File: src/rtl/byte_to_word_rx.sv
// Byte-to-word packer for the phy receive path.
// Packs BYTES accepted bytes MSB-first and strobes each finished word.
module byte_to_word_rx #(
  parameter int BYTES = 4
) (
  input  logic                     clk_4f,
  input  logic                     reset_L,
  input  logic [7:0]               data_in,
  input  logic                     valid_in,
  input  logic                     active,
  output logic [8*BYTES-1:0]       data_out,
  output logic                     valid_out,
  output logic [$clog2(BYTES)-1:0] byte_idx,
  output logic                     err_partial,
  output logic [7:0]               word_cnt
);

  localparam int IW = $clog2(BYTES);
  localparam int DW = 8 * BYTES;

  typedef enum logic {
    WAIT_ACTIVE,
    COLLECT
  } state_e;

  state_e          state_q, state_d;
  logic [DW-1:0]   sh_q, sh_d;
  logic [DW-1:0]   data_q, data_d;
  logic [IW-1:0]   idx_q, idx_d;
  logic            vld_q, vld_d;
  logic            err_q, err_d;
  logic [7:0]      cnt_q, cnt_d;

  logic [DW-1:0]   sh_next;
  logic            last;

  assign sh_next = {sh_q[DW-9:0], data_in};
  assign last    = (idx_q == IW'(BYTES - 1));

  always_comb begin
    state_d = state_q;
    sh_d    = sh_q;
    data_d  = data_q;
    idx_d   = idx_q;
    vld_d   = 1'b0;
    err_d   = 1'b0;
    cnt_d   = cnt_q;
    unique case (state_q)
      WAIT_ACTIVE: begin
        idx_d = '0;
        if (active) begin
          state_d = COLLECT;
          if (valid_in) begin
            sh_d  = sh_next;
            idx_d = IW'(1);
          end
        end
      end
      COLLECT: begin
        if (!active) begin
          // link lost: drop whatever partial word was in flight
          state_d = WAIT_ACTIVE;
          sh_d    = '0;
          idx_d   = '0;
          err_d   = (idx_q != '0);
        end else if (valid_in) begin
          sh_d = sh_next;
          if (last) begin
            idx_d  = '0;
            data_d = sh_next;
            vld_d  = 1'b1;
            cnt_d  = cnt_q + 8'd1;
          end else begin
            idx_d = idx_q + IW'(1);
          end
        end
      end
      default: state_d = WAIT_ACTIVE;
    endcase
  end

  always_ff @(posedge clk_4f or negedge reset_L) begin
    if (!reset_L) begin
      state_q <= WAIT_ACTIVE;
      sh_q    <= '0;
      data_q  <= '0;
      idx_q   <= '0;
      vld_q   <= 1'b0;
      err_q   <= 1'b0;
      cnt_q   <= '0;
    end else begin
      state_q <= state_d;
      sh_q    <= sh_d;
      data_q  <= data_d;
      idx_q   <= idx_d;
      vld_q   <= vld_d;
      err_q   <= err_d;
      cnt_q   <= cnt_d;
    end
  end

  assign data_out    = data_q;
  assign valid_out   = vld_q;
  assign byte_idx    = idx_q;
  assign err_partial = err_q;
  assign word_cnt    = cnt_q;

endmodule

File: config.mk
export PLATFORM = sky130hd
export DESIGN_NAME = byte_to_word_rx
export DESIGN_NICKNAME = d
export VERILOG_FILES = /design/src/rtl/byte_to_word_rx.sv
export SDC_FILE = /design/constraint.sdc
export NUM_CORES = 1
export LEC_CHECK = 0
export CAP_MARGIN = 20
export CORE_MARGIN = 10
export CORE_UTILIZATION = 54
export DETAILED_ROUTE_END_ITERATION = 8
export GPL_ROUTABILITY_DRIVEN = 1
export PLACE_DENSITY_LB_ADDON = 0.12
export REMOVE_ABC_BUFFERS = 1
export SYNTH_ARGS = -nofsm -noshare
export SYNTH_HDL_FRONTEND = slang
export SYNTH_SLANG_ARGS = --single-unit
File: constraint.sdc
create_clock -name clk_4f -period 2.9 [get_ports clk_4f]
set_input_delay 0.58 -clock clk_4f [delete_from_list [all_inputs] [get_ports clk_4f]]
set_output_delay 0.58 -clock clk_4f [all_outputs]
set_load 0.005 [all_outputs]
==> flow_summary_export.csv <==
group,metric,value,unit
cts,cts_resized,0,
grt,track_usage,14.4,%
sta,setup_tns,0,ns
floorplanning,num_rows,25,
yosys,syn_inst,239,
sta,fin_skew,0.00576,ns
yosys,synth_top_flop_cell,"dfrtp_1",
place,hpwl,3.56,mm
finish,diodes,0,
sta,maxSlewHeadroom,30.1,%
grt,grt_pass1_wl,8.78,mm
place,gp_congestion,0.744,
pwr,switching_share,23.0,%
critical_path,cp_slowest_stage_delay,0.76,ns
cts,cts_root_buf,"clkbuf_8",
yosys,yosys-mux-area-fraction,0.384,%
yosys,synth-simple-area-share,18.2,%
pwr,seq_power_share,53.7,%
pwr,peakVddDrop,0.000428,V
detailed_routing,drt_iter0_markers,121,
hold_path,hold_class,"in -> async",
detailed_routing,ant_nets,0,
sta,post-route-min-period,2.02,ns
pwr,p_int,1.48,mW
detailed_routing,wl_per_cell,15.1,um
yosys,synth_area,0.00260,mm^2
run_status,status,"finished clean",
pwr,p_total,1.92,mW
finish,drive_gt1_share,7.95,%
detailed_routing,drt-total-wl,5.36,mm
cts,ctsHoldBuffers,0,
pwr,netSwitchingPower,442,uW
cts,cts_made_buffers,9,
detailed_routing,via_count,1848,
sta,rsz0062_at_grt,"false",
yosys,synth_top_area_share,66.3,%
sta,maxSlewViolCount,0,
yosys,synth_xor_area_share,2.35,%
yosys,synth.most_common_cell,"nand2_1",
detailed_routing,vias_per_cell,5.19,
yosys,yosysWarnings,0,
yosys,synth_top_family_by_area,"simple AND/OR/NAND/NOR gates",
yosys,synth_fa_ha_area_share,1.44,%
detailed_routing,route.detailed.drc,0,
yosys,synth_area_leaders,"dfrtp_1 66%, nand2_1 15%, a22o_1 8.1%, ha_1 1.4%, xnor2_1 1.3%",
floorplanning,design.die.area,0.00800,mm^2
finish,multi_input_area,812,um^2
floorplanning,die_w,89.5,um
critical_path,crit_start,"active",
critical_path,cp_num_cells,4,
critical_path,reg2reg_to,"sh_q[21]$_DFFE_PN0P_",
critical_path,critPathLaunchType,"primary input",
floorplanning,num_io_pins,56,
floorplanning,start_util,55.5,%
finish,nNetsFinal,312,
floorplanning,dieHeight,89.5,um
pwr,comb_power_share,6.2,%
critical_path,cp_data_arrival_time,2.29,ns
yosys,yosys.area.top_type,"dfrtp_1",
cts,post-cts-setup-buffers,0,
critical_path,crit_path_top_delay_cell,"a21oi_2",
yosys,synth_compound_area_share,8.79,%
cts,cts_max_path_buffers,2,
cts,cts_tree,"done",
critical_path,path_cells,"clkdlybuf4s50_1 > and2_1 > a21oi_2 > a22o_1",
place,io_buffers,55,
yosys,synth_cell_types,23,
floorplanning,core,0.00469,mm^2
cts,cts_num_sinks,69,
cts,htree_levels,3,
job,drv_cap,0,
critical_path,crit_fanout,24,
critical_path,worstPathBufferInverterCount,1,
yosys,synth-edff-count,0,
sta,finalHoldViolCount,0,
sta,worst_pin_slew,1.05,ns
yosys,ys_ff_latch,69,
detailed_routing,drtPass1Iterations,4,
critical_path,cp_data_required_time,3.17,ns
grt,grt_overflow,0,
yosys,syn_avg_cell_area,10.9,um^2
finish,fill_cells,346,
cts,path_clk_slew,0.07,ns
sta,max_freq,0.494,GHz
grt,grt_antenna_before_repair,0,
critical_path,rr_worst_depth,2,
critical_path,crit_family,"compound AO/OA/AOI/OAI gates",
pwr,p_per_area,564,mW/mm^2
grt,grt_max_degree,38,
critical_path,end_kind,"register",
cts,clk_latency,0.34,ns
critical_path,r2r_setup_slack,1.29,ns
sta,period_share,69.8,%
pwr,power.leakage,1.74,nW
yosys,synthArstFlopShare,100,%
critical_path,path_class,"in -> reg",
finish,seqCellArea,0.00173,mm^2
sta,setup_viol,0,
pwr,clockPowerShare,40.1,%
finish,syn_to_final_growth,30.9,%
yosys,yosys-top-cells-count,"105 x nand2_1, 69 x dfrtp_1, 24 x a22o_1",
grt,first_global_vias,1874,
yosys,ys_seq_area_share,66.3,%
critical_path,r2r-start,"state_q$_DFF_PN0_",
-- worst max-delay path by stage --
stage,to,slack (ns)
2_1_floorplan,word_cnt[3]$_DFFE_PN0P_,0.27
3_3_place_gp,sh_q[8]$_DFFE_PN0P_,0.57
3_5_place_dp,sh_q[21]$_DFFE_PN0P_,0.52
4_1_cts,sh_q[21]$_DFFE_PN0P_,0.88
5_1_grt,sh_q[17]$_DFFE_PN0P_,0.75
6_report,sh_q[21]$_DFFE_PN0P_,0.88
-- area by class of cell --
cell class | instances | share of cell area, %
Clock inverter | 6 | 1.83
Timing Repair Buffer | 59 | 17.2
Tap cell | 54 | 1.98
Multi-Input combinational cell | 154 | 23.8
Inverter | 4 | 0.440
Clock buffer | 10 | 4.04
Sequential cell | 69 | 50.6
-- kinds of logic (layout without fill, tap and decap cells) --
logic type | count (synthesis) | in the layout
AOI/OAI and AO/OA | 27 | 27
xor gates and xnor gates | 7 | 7
adders and majority gates | 3 | 3
buffers and inverters | 16 | 79
DFF | 69 | 69
muxes | 1 | 1
and+or+nand+nor | 116 | 116
-- per-stage QoR --
| stage | cell area, um^2 | hold slack (ns) | utilization (%) | setup slack [ns] | instances |
|---|---|---|---|---|---|
| CTS | 3410 | 0.312 | 72.7 | 0.879 | 356 |
| global placement | 3210 | 0.456 | 68.4 | 0.570 | 340 |
| detailed placement | 3210 | 0.462 | 68.4 | 0.524 | 340 |
| floorplan | 2550 | 0.284 | - | 0.265 | 227 |
| global route | 3410 | 0.348 | 72.7 | 0.747 | 356 |
| finish | 3410 | 0.301 | 72.7 | 0.876 | 356 |
-- layout by cell type (no fill, tap or decap), types with 2 or more instances in the layout --
master | Yosys | final
a22o_1 | 24 | 24
buf_4 | 0 | 3
clkbuf_8 | 0 | 10
clkdlybuf4s50_1 | 0 | 54
clkinv_2 | 0 | 2
clkinvlp_4 | 0 | 3
dfrtp_1 | 69 | 69
ha_1 | 3 | 3
inv_1 | 3 | 3
nand2_1 | 105 | 105
nand4_1 | 3 | 3
nor3_1 | 2 | 2
xnor2_1 | 4 | 4
xor2_1 | 3 | 3
-- per-layer routing --
layer / routed length (um) / share of wire (%) / track usage, % / vias to the layer above
met1: 2370 / 44 / 17.0 / 892
li1: - / - / - / 896
met2: 2470 / 46 / 22.2 / 53
met3: 468 / 8.7 / 6.29 / 7
met4: 57 / 1.1 / 6.50 / 0
met5: 0 / 0 / 0 / -
-- flip-flops by register name, summed over array words and instances, names as in the netlist --
| signal | cells |
|---|---|
| data_out | 32 |
| sh_q | 24 |
| valid_out | 1 |
| err_partial | 1 |
| word_cnt | 8 |
| state_q | 1 |
| byte_idx | 2 |
-- power by group through the flow --
stage / sequential [mW] / clock, mW / combinational (mW)
after floorplan: 1.04 / 0 / 0.0483
after global routing: 1.04 / 0.830 / 0.133
after CTS: 1.03 / 0.786 / 0.122
after detailed placement: 1.05 / 0 / 0.122
after global placement: 1.05 / 0 / 0.119
final: 1.03 / 0.772 / 0.119
Note: power is estimated with default switching activity, not from simulation.
